File: config.mk
export PLATFORM = sky130hd
export DESIGN_NAME = tx_pkt_queue
export DESIGN_NICKNAME = d
export VERILOG_FILES = /design/src/rtl/tx_pkt_pkg.sv /design/src/rtl/tx_pkt_fifo_sync.sv /design/src/rtl/tx_pkt_queue.sv
export SDC_FILE = /design/constraint.sdc
export NUM_CORES = 1
export LEC_CHECK = 0
export BUFFER_PORTS_ARGS = -buffer_cell sky130_fd_sc_hd__buf_2
export CAP_MARGIN = 30
export CORE_MARGIN = 8
export CORE_UTILIZATION = 55
export CTS_CLUSTER_DIAMETER = 120
export DETAILED_ROUTE_END_ITERATION = 16
export PLACE_DENSITY_LB_ADDON = 0.05
export SYNTH_ARGS = -nofsm -noshare
export SYNTH_HDL_FRONTEND = slang
export SYNTH_SLANG_ARGS = --single-unit
File: constraint.sdc
create_clock -name usr_clk -period 2.61 [get_ports usr_clk]
set_input_delay 0.6525 -clock usr_clk [delete_from_list [all_inputs] [get_ports usr_clk]]
set_output_delay 0.6525 -clock usr_clk [all_outputs]
set_load 0.03 [all_outputs]
File: src/rtl/tx_pkt_pkg.sv
// Shared definitions for the transmit packet descriptor queue.
// Holds the scheduler state encoding and default sizing constants.
// The MAC TX engine imports the same package so both sides agree on them.
//   TX_DESC_WIDTH      : descriptor width in bits
//   TX_FIFO_DEPTH_LOG2 : log2 of the descriptor queue depth
//   TX_IFG_CYCLES      : default inter-frame gap in usr_clk cycles
//   tx_state_e         : scheduler FSM states, also visible on dbg_state
package tx_pkt_pkg;

    localparam int TX_DESC_WIDTH      = 14;
    localparam int TX_FIFO_DEPTH_LOG2 = 4;
    localparam int TX_IFG_CYCLES      = 12;

    typedef enum logic [2:0] {
        ST_IDLE    = 3'd0,
        ST_LOAD    = 3'd1,
        ST_PRESENT = 3'd2,
        ST_BUSY    = 3'd3,
        ST_GAP     = 3'd4
    } tx_state_e;

endpackage

File: src/rtl/tx_pkt_fifo_sync.sv
// Single-clock descriptor FIFO with a synchronous flush.
// Ports:
//   i_clk, i_rst_n  : clock, asynchronous active-low reset
//   i_flush         : clears pointers, level and overflow; a push in the same cycle is dropped
//   i_push, i_wdata : push strobe and data; ignored while full (sets overflow)
//   i_pop           : pop strobe; o_rdata holds the popped word from the next cycle on
//   o_full, o_empty : occupancy flags derived from the registered level
//   o_level         : current occupancy, 0 .. 2**DEPTH_LOG2
//   o_overflow      : sticky, set when a push is dropped because the FIFO was full
module tx_pkt_fifo_sync
    import tx_pkt_pkg::*;
#(
    parameter int WIDTH      = TX_DESC_WIDTH,
    parameter int DEPTH_LOG2 = TX_FIFO_DEPTH_LOG2
) (
    input  logic                  i_clk,
    input  logic                  i_rst_n,
    input  logic                  i_flush,
    input  logic                  i_push,
    input  logic [WIDTH-1:0]      i_wdata,
    input  logic                  i_pop,
    output logic [WIDTH-1:0]      o_rdata,
    output logic                  o_full,
    output logic                  o_empty,
    output logic [DEPTH_LOG2:0]   o_level,
    output logic                  o_overflow
);

    localparam int DEPTH = 1 << DEPTH_LOG2;

    logic [WIDTH-1:0]      r_mem [DEPTH];
    logic [DEPTH_LOG2-1:0] r_wr_ptr;
    logic [DEPTH_LOG2-1:0] r_rd_ptr;
    logic [DEPTH_LOG2:0]   r_level;
    logic                  r_overflow;
    logic [WIDTH-1:0]      r_rdata;

    logic w_full;
    logic w_empty;
    logic w_push;
    logic w_pop;

    assign w_full  = (r_level == (DEPTH_LOG2+1)'(DEPTH));
    assign w_empty = (r_level == '0);
    // Full is judged on the registered level, so a push and a pop in the
    // same cycle while full still drops the push.
    assign w_push  = i_push & ~w_full & ~i_flush;
    assign w_pop   = i_pop & ~w_empty & ~i_flush;

    always_ff @(posedge i_clk) begin
        if (w_push) begin
            r_mem[r_wr_ptr] <= i_wdata;
        end
    end

    always_ff @(posedge i_clk or negedge i_rst_n) begin
        if (!i_rst_n) begin
            r_wr_ptr   <= '0;
            r_rd_ptr   <= '0;
            r_level    <= '0;
            r_overflow <= 1'b0;
            r_rdata    <= '0;
        end else if (i_flush) begin
            r_wr_ptr   <= '0;
            r_rd_ptr   <= '0;
            r_level    <= '0;
            r_overflow <= 1'b0;
        end else begin
            if (w_push) begin
                r_wr_ptr <= r_wr_ptr + 1'b1;
            end
            if (w_pop) begin
                r_rd_ptr <= r_rd_ptr + 1'b1;
                r_rdata  <= r_mem[r_rd_ptr];
            end
            if (i_push && w_full) begin
                r_overflow <= 1'b1;
            end
            case ({w_push, w_pop})
                2'b10:   r_level <= r_level + 1'b1;
                2'b01:   r_level <= r_level - 1'b1;
                default: r_level <= r_level;
            endcase
        end
    end

    assign o_rdata    = r_rdata;
    assign o_full     = w_full;
    assign o_empty    = w_empty;
    assign o_level    = r_level;
    assign o_overflow = r_overflow;

endmodule

File: src/rtl/tx_pkt_queue.sv
// Transmit packet descriptor queue: FIFO of descriptors plus a scheduler
// that hands them one at a time to the MAC TX engine and spaces frames
// with an inter-frame gap.
// Ports:
//   usr_clk, reset_n      : clock, asynchronous active-low reset
//   we, din               : descriptor push
//   flush                 : clears queued descriptors and overflow; drops an unacked presentation
//   fifo_full, fifo_empty : queue occupancy flags
//   level                 : queue occupancy
//   overflow              : sticky dropped-push flag
//   tx_req, tx_desc       : descriptor offered to the MAC; tx_desc is stable while tx_req is high
//   tx_ack                : MAC took tx_desc (one-cycle pulse, honoured in PRESENT only)
//   tx_done               : MAC finished the frame (one-cycle pulse, honoured in BUSY,
//                           or together with tx_ack in PRESENT)
//   pkt_count             : frames completed, wraps at 16 bits
//   dbg_state             : current scheduler state (tx_state_e encoding)
// Handshake: tx_req rises with tx_desc valid and both hold until the cycle
// tx_ack is seen; tx_req drops on the following edge. tx_done then marks
// the end of the frame.
module tx_pkt_queue
    import tx_pkt_pkg::*;
#(
    parameter int WIDTH      = TX_DESC_WIDTH,
    parameter int DEPTH_LOG2 = TX_FIFO_DEPTH_LOG2,
    parameter int IFG_CYCLES = TX_IFG_CYCLES
) (
    input  logic                  usr_clk,
    input  logic                  reset_n,
    input  logic                  we,
    input  logic [WIDTH-1:0]      din,
    input  logic                  flush,
    output logic                  fifo_full,
    output logic                  fifo_empty,
    output logic [DEPTH_LOG2:0]   level,
    output logic                  overflow,
    output logic                  tx_req,
    output logic [WIDTH-1:0]      tx_desc,
    input  logic                  tx_ack,
    input  logic                  tx_done,
    output logic [15:0]           pkt_count,
    output logic [2:0]            dbg_state
);

    // The pop happens in the last idle cycle of the gap, and LOAD adds one
    // more cycle, so GAP itself lasts IFG_CYCLES-1 cycles. That places the
    // next tx_req IFG_CYCLES+2 cycles after tx_done. Gaps below 2 cycles
    // skip GAP entirely.
    localparam int            GAP_W     = (IFG_CYCLES > 2) ? $clog2(IFG_CYCLES) : 1;
    localparam logic [GAP_W-1:0] GAP_LAST = GAP_W'((IFG_CYCLES >= 2) ? IFG_CYCLES - 2 : 0);
    localparam tx_state_e     DONE_NEXT = (IFG_CYCLES >= 2) ? ST_GAP : ST_IDLE;

    tx_state_e         r_state;
    logic [GAP_W-1:0]  r_gap_cnt;
    logic              r_tx_req;
    logic [WIDTH-1:0]  r_tx_desc;
    logic [15:0]       r_pkt_count;

    logic [WIDTH-1:0]  w_fifo_rdata;
    logic              w_fifo_empty;
    logic              w_pop;

    assign w_pop = (r_state == ST_IDLE) && !w_fifo_empty && !flush;

    tx_pkt_fifo_sync #(
        .WIDTH      (WIDTH),
        .DEPTH_LOG2 (DEPTH_LOG2)
    ) u_fifo (
        .i_clk      (usr_clk),
        .i_rst_n    (reset_n),
        .i_flush    (flush),
        .i_push     (we),
        .i_wdata    (din),
        .i_pop      (w_pop),
        .o_rdata    (w_fifo_rdata),
        .o_full     (fifo_full),
        .o_empty    (w_fifo_empty),
        .o_level    (level),
        .o_overflow (overflow)
    );

    always_ff @(posedge usr_clk or negedge reset_n) begin
        if (!reset_n) begin
            r_state     <= ST_IDLE;
            r_gap_cnt   <= '0;
            r_tx_req    <= 1'b0;
            r_tx_desc   <= '0;
            r_pkt_count <= '0;
        end else begin
            case (r_state)
                ST_IDLE: begin
                    if (w_pop) begin
                        r_state <= ST_LOAD;
                    end
                end
                ST_LOAD: begin
                    if (flush) begin
                        r_tx_req <= 1'b0;
                        r_state  <= ST_IDLE;
                    end else begin
                        r_tx_desc <= w_fifo_rdata;
                        r_tx_req  <= 1'b1;
                        r_state   <= ST_PRESENT;
                    end
                end
                ST_PRESENT: begin
                    // A flush discards the offered descriptor even if the
                    // MAC acks in the same cycle.
                    if (flush) begin
                        r_tx_req <= 1'b0;
                        r_state  <= ST_IDLE;
                    end else if (tx_ack) begin
                        r_tx_req <= 1'b0;
                        if (tx_done) begin
                            r_pkt_count <= r_pkt_count + 16'd1;
                            r_gap_cnt   <= '0;
                            r_state     <= DONE_NEXT;
                        end else begin
                            r_state <= ST_BUSY;
                        end
                    end
                end
                ST_BUSY: begin
                    // A frame in flight cannot be aborted, so flush is ignored here.
                    if (tx_done) begin
                        r_pkt_count <= r_pkt_count + 16'd1;
                        r_gap_cnt   <= '0;
                        r_state     <= DONE_NEXT;
                    end
                end
                ST_GAP: begin
                    if (r_gap_cnt == GAP_LAST) begin
                        r_gap_cnt <= '0;
                        r_state   <= ST_IDLE;
                    end else begin
                        r_gap_cnt <= r_gap_cnt + 1'b1;
                    end
                end
                default: begin
                    r_tx_req <= 1'b0;
                    r_state  <= ST_IDLE;
                end
            endcase
        end
    end

    assign fifo_empty = w_fifo_empty;
    assign tx_req     = r_tx_req;
    assign tx_desc    = r_tx_desc;
    assign pkt_count  = r_pkt_count;
    assign dbg_state  = r_state;

endmodule

## Yosys cells after proc, flatten, opt, wreduce, memory -nomap -nowiden

Memories as Yosys holds them, arrays and structs flattened. A register that Yosys moved wholly into a read port is not among the register bits.
Index checks and enable logic that the tools add are counted.

| cells by class | value |
|---|---|
| $add $sub $neg | 6 |
| $mul | 0 |
| div/mod/pow operators | 0 |
| $lt $le $gt $ge | 0 |
| eq/ne operators | 14 |
| shift operators | 0 |
| mux-type cells | 31 |
| bitwise logic cells | 8 |
| reductions and logical operators | 21 |

Operator list:

| cell | number |
|---|---|
| two-way mux 16 bit | 3 |
| two-way mux 4 bit | 8 |
| one-hot mux 16 bit (2 select lines) | 1 |
| two-way mux 3 bit | 6 |
| adder 16 x 1 -> 16 bit, second input constant | 1 |
| one-hot mux 3 bit (5 select lines) | 1 |
| adder 4 x 1 -> 4 bit, second input constant | 3 |
| one-hot mux 4 bit (3 select lines) | 1 |
| one-hot mux 5 bit (2 select lines) | 1 |
| != test 2 bit, second input constant | 4 |
| nonzero test 2 bit | 4 |
| two-way mux 1 bit | 7 |
| equality test 3 x 2 -> 1 bit, second input constant | 2 |
| AND reduction 2 bit | 3 |
| AND reduction 3 bit | 2 |
| nonzero test 3 bit | 2 |
| adder 5 x 1 -> 5 bit, second input constant | 1 |
| equality test 5 bit, second input constant | 1 |
| logical NOT 5 bit | 1 |
| two-way mux 5 bit | 1 |
| subtractor 5 x 1 -> 5 bit, second input constant | 1 |
| AND 1 bit | 4 |
| equality test 4 bit, second input constant | 1 |
| NOT 1 bit | 4 |
| other kinds (13) | 17 |

| storage, ports and cells | value |
|---|---|
| register bits after elaboration | 52 |
| latch bits | 0 |
| RAM bits | 224 |
| bits in read-only memories | 0 |
| memories kept | 1 |

Memory list:

| name | words | bits a word | read ports | clocked after Yosys merged registers in | write ports | line | text |
|---|---|---|---|---|---|---|---|
| u_fifo.r_mem | 16 | 14 | 1 | 1 | 1 | tx_pkt_fifo_sync.sv:31 | `logic [WIDTH-1:0] r_mem [DEPTH];` |

## Logic depth before layout (Yosys ltp)

| logic depth | value |
|---|---|
| depth in word-level cells | 9 |
| gate-level depth with buffers | 11 |
| gate-level depth less buffers | 10 |

## Hierarchy

Synthesis repeated with hierarchy kept, for this count alone.

| second synthesis, totals | value |
|---|---|
| cells, all modules | 640 |
| area, all modules | 11785.1 sq um |

By module, submodules not included:

| module | instances | cells an instance | area each (sq um) | seq. area each (sq um) |
|---|---|---|---|---|
| tx_pkt_fifo_sync | 1 | 497 | 10035.9 | 7427.1 |
| tx_pkt_queue | 1 | 143 | 1749.2 | 950.9 |

## Least setup slack after synthesis

Ideal clock, no wire load.

| timing path | value |
|---|---|
| kind | register -> register |
| start point | register u_fifo.r_level[4] (netlist: u_fifo.o_level[4]) |
| end point | memory u_fifo.r_mem[3][0] (netlist bit), enable pin |
| library setup time | 403 ps |
| arrival time | 2594 ps |
| data required time | 2207 ps |
| slack | -387 ps |
| stages on the path, launching flop included | 7 |
| buffers on the path | 2 |
| path through | dfrtp_1 -> clkbuf_1 -> a21boi_1 -> clkbuf_1 -> and2_1 -> nand2_1 -> nor3_1 |

| between the ends | value |
|---|---|
| word-level cells in the longest chain between the ends | 6 |

Ends and longest elaborated chain:

| item | line | text |
|---|---|---|
| from (decl) | tx_pkt_fifo_sync.sv:34 | `logic [DEPTH_LOG2:0] r_level;` |
| from (signal assigned) | tx_pkt_fifo_sync.sv:80 | `2'b10: r_level <= r_level + 1'b1;` |
| from (signal assigned) | tx_pkt_fifo_sync.sv:81 | `2'b01: r_level <= r_level - 1'b1;` |
| from (signal assigned) | tx_pkt_fifo_sync.sv:82 | `default: r_level <= r_level;` |
| equality test 5 bit | tx_pkt_fifo_sync.sv:43 | `assign w_full = (r_level == (DEPTH_LOG2+1)'(DEPTH));` |
| NOT 1 bit | tx_pkt_fifo_sync.sv:47 | `assign w_push = i_push & ~w_full & ~i_flush;` |
| AND 1 bit (2 in a row) | tx_pkt_fifo_sync.sv:47 |  |
| two-way mux 1 bit | tx_pkt_fifo_sync.sv:51 | `if (w_push) begin` |
| two-way mux 1 bit (implied by the code) | tx_pkt_fifo_sync.sv:52 | `r_mem[r_wr_ptr] <= i_wdata;` |
| to (decl) | tx_pkt_fifo_sync.sv:31 |  |

No other way between the ends.

## Final worst setup path

| timing path | value |
|---|---|
| start point | register u_fifo.r_level[2] (netlist: u_fifo.o_level[2]) |
| end point | output port fifo_full |

| between the ends | value |
|---|---|
| word-level cells in the longest chain between the ends | 1 |

Ends and longest elaborated chain:

| item | line | text |
|---|---|---|
| equality test 5 bit | tx_pkt_fifo_sync.sv:43 |  |
| to (decl) | tx_pkt_queue.sv:32 | `output logic fifo_full,` |

No other way between the ends.

==> flow_summary.json <==
{
  "outcome": "complete, no violations",
  "dr.first_iter.drc_count": 409,
  "ant_nets": 0,
  "required_ns": 1.96,
  "power_density_nw_per_um2": 973.7,
  "grt_use_total": 0.1861,
  "cts.clk_slew.worst_paths_ns": 0.06,
  "finalWorstSetupSlack_ns": 0.02999,
  "dieWidth_um": 161.1,
  "place_ws_ns": -0.06462,
  "vdd_drop_max_uv": 691.5,
  "die_h_um": 161.1,
  "setup_viol": 0,
  "first_pass_iters": 5,
  "synth_warnings": 0,
  "tightest_slew_ns": 0.5989,
  "synthesis.area_um2": 11570,
  "setup_tns_ns": 0,
  "grt_antenna_before_repair": 0,
  "grt_pass1_wl_um": 37450,
  "remaining_drc_errors": 0,
  "clock-sinks": 290,
  "root_buffer": "clkbuf_16",
  "synthesis.area_per_instance_um2": 18.29,
  "clockBufferDepth": 3,
  "start_kind": "flip-flop",
  "period_share": 0.9885,
  "rows": 53,
  "yosys_register_bits": 290,
  "io_buffers": 61,
  "min_period_ns": 2.580,
  "synthTopCellsByCount": "edfxtp_1 (224), dfrtp_1 (66), mux4_2 (56)",
  "p_clk_frac": 0.304,
  "grt_overflow": 0,
  "finalHoldViolCount": 0,
  "detailed_place_hpwl_um": 14950,
  "htreeDepth": 1,
  "start_util": 0.5559,
  "place_area_um2": 12560,
  "viasPerCell": 5.875,
  "num_vias": 6163,
  "core_area_um2": 20820,
  "drive_above_1_share": 0.3191,
  "grt_max_degree": 44,
  "synth_top_area_cell": "edfxtp_1",
  "post-route-cell-area_um2": 13580,
  "switching_share": 0.2969,
  "antennaDiodeCount": 0,
  "gp_congestion": 0.7950,
  "synth_top_flop_cell": "edfxtp_1",
  "p_total_mw": 13.23,
  "p_leak_nw": 4.892,
  "critPathArrivalTime_ns": 1.93,
  "grt_pass1_vias": 6474,
  "async_reset_ff_frac": 0.2276,
  "synth_cells": 633,
  "synth.most_common_cell": "edfxtp_1",
  "area_delta_synth_final_pct": 17.35,
  "p_int_mw": 9.298,
  "synth_top_cell_area_share": 0.5811,
  "numCtsBuffers": 30,
  "rsz0062_at_grt": "true",
  "switchingPower_mw": 3.927,
  "hold_path_class": "primary input to asynchronous set/reset pin",
  "worstSetupPathType": "flip-flop to output pin",
  "ys_types": 51,
  "clock.fmax_mhz": 387.6,
  "slew_viol_final": 0,
  "nNetsFinal": 782,
  "holdBufCountCts": 0,
  "synth-edff-count": 224,
  "num-fill-cells": 1419,
  "pwr-share-seq": 0.433,
  "io_pins": 62,
  "yosysSeqAreaShare": 0.7238,
  "synthTopCellsByArea": "edfxtp_1 (58%), dfrtp_1 (14%), mux4_2 (11%)",
  "crit_path_end_kind": "output pin",
  "cts_tree": "built",
  "clk_latency_ns": 0.56,
  "relSlewSlack": 0.6007,
  "multi_input_area_um2": 3093,
  "wire_per_inst_um": 22.71,
  "dieArea_um2": 25940,
  "combPwrFrac": 0.263,
  "cap_viol_max_count": 0,
  "routed_wirelength_um": 23820,
  "clock_skew_ns": 0.02215,
  "regArea_um2": 8386,
  "syn_nets": 665,
  "worstPathMaxFanout": 4
}
## worst paths after layout
kind	from	end	slack, ns	depth (start not counted)
min in group usr_clk	we	u_fifo.o_overflow	0.40	3
max	u_fifo.o_level[2]	fifo_full	0.03	4
max in group asynchronous	reset_n	pkt_count[13]	1.86	2
max reg2reg	u_fifo.o_level[2]	u_fifo.o_level[4]	0.10	11
min reg2reg	pkt_count[15]	pkt_count[15]	0.47	1
min	reset_n	u_fifo.o_rdata[6]	0.11	1
## stage by stage
step             util  std cells  hold slack, ns
3_3_place_gp   0.6033        987          0.4524
2_1_floorplan       -        633          0.3569
4_1_cts        0.6490       1043          0.1178
5_1_grt        0.6523       1049          0.1430
6_report       0.6523       1049          0.1145
3_5_place_dp   0.6033        987          0.4741
## power by group through the flow
stage	sequential, mW	combinational, mW	clock [mW]
6_report	5.73	3.48	4.02
5_1_grt	5.77	3.77	4.26
4_1_cts	5.73	3.40	4.08
3_3_place_gp	5.79	3.29	0
2_1_floorplan	6.01	2.03	0
3_5_place_dp	5.81	3.34	0
## repair_timing
action / CTS / global route
gates resized for setup: 6 / 5
endpoints found under the setup margin: 2 / 3
setup buffers: 0 / 6
pin swaps: 0 / 4
## logic make-up after synthesis
logic type | share of synthesized area
mux | 0.1490
buf+inv | 0.01546
simple gates | 0.04670
fa+ha+maj | 0.01362
flops | 0.7238
compound gates | 0.03330
xor+xnor | 0.01816
## registers in the layout, summed over array words and instances (netlist names)
register / flops
tx_desc: 14
u_fifo.r_mem: 224
u_fifo.r_rd_ptr: 4
tx_req: 1
u_fifo.o_level: 5
u_fifo.r_wr_ptr: 4
pkt_count: 16
dbg_state: 3
u_fifo.o_rdata: 14
r_gap_cnt: 4
u_fifo.o_overflow: 1
## metal layers
metal,global-route usage,part of all wire
met2,0.3090,0.49
met3,0.03589,0.066
met4,0.04588,0.020
met5,0,0
met1,0.2509,0.42
## layout make-up
class	count	area share
Sequential cell	290	0.6174
Inverter	13	0.003592
Multi-Input combinational cell	300	0.2277
Tap cell	275	0.02533
Timing Repair Buffer	115	0.05739
Clock buffer	41	0.05905
Clock inverter	15	0.009580
## placed cells by master (no fill, tap or decap), types with 5 or more instances in the layout
cell type | netlist | final
edfxtp_1 | 224 | 224
dfrtp_1 | 66 | 62
buf_2 | 11 | 58
mux4_2 | 56 | 56
buf_4 | 1 | 50
nand2_1 | 39 | 39
nor2_1 | 33 | 31
clkbuf_16 | 0 | 30
mux2i_1 | 29 | 29
o221ai_1 | 14 | 14
mux2_2 | 14 | 14
inv_1 | 13 | 13
xnor2_1 | 13 | 13
xor2_1 | 11 | 11
nand3_1 | 10 | 10
ha_1 | 11 | 10
clkbuf_1 | 16 | 10
o21ai_0 | 9 | 9
clkinv_2 | 0 | 7
a21oi_1 | 6 | 6
nor3_1 | 10 | 6
nand2b_1 | 5 | 5
clkinv_1 | 0 | 5
## critical path: stages (launching register included)
cell,delay [ns]
dfrtp_1,0.42
buf_6,0.14
or4_4,0.56
nor2_4,0.14
buf_6,0.13
No activity file was read; power rests on OpenSTA's default activity.
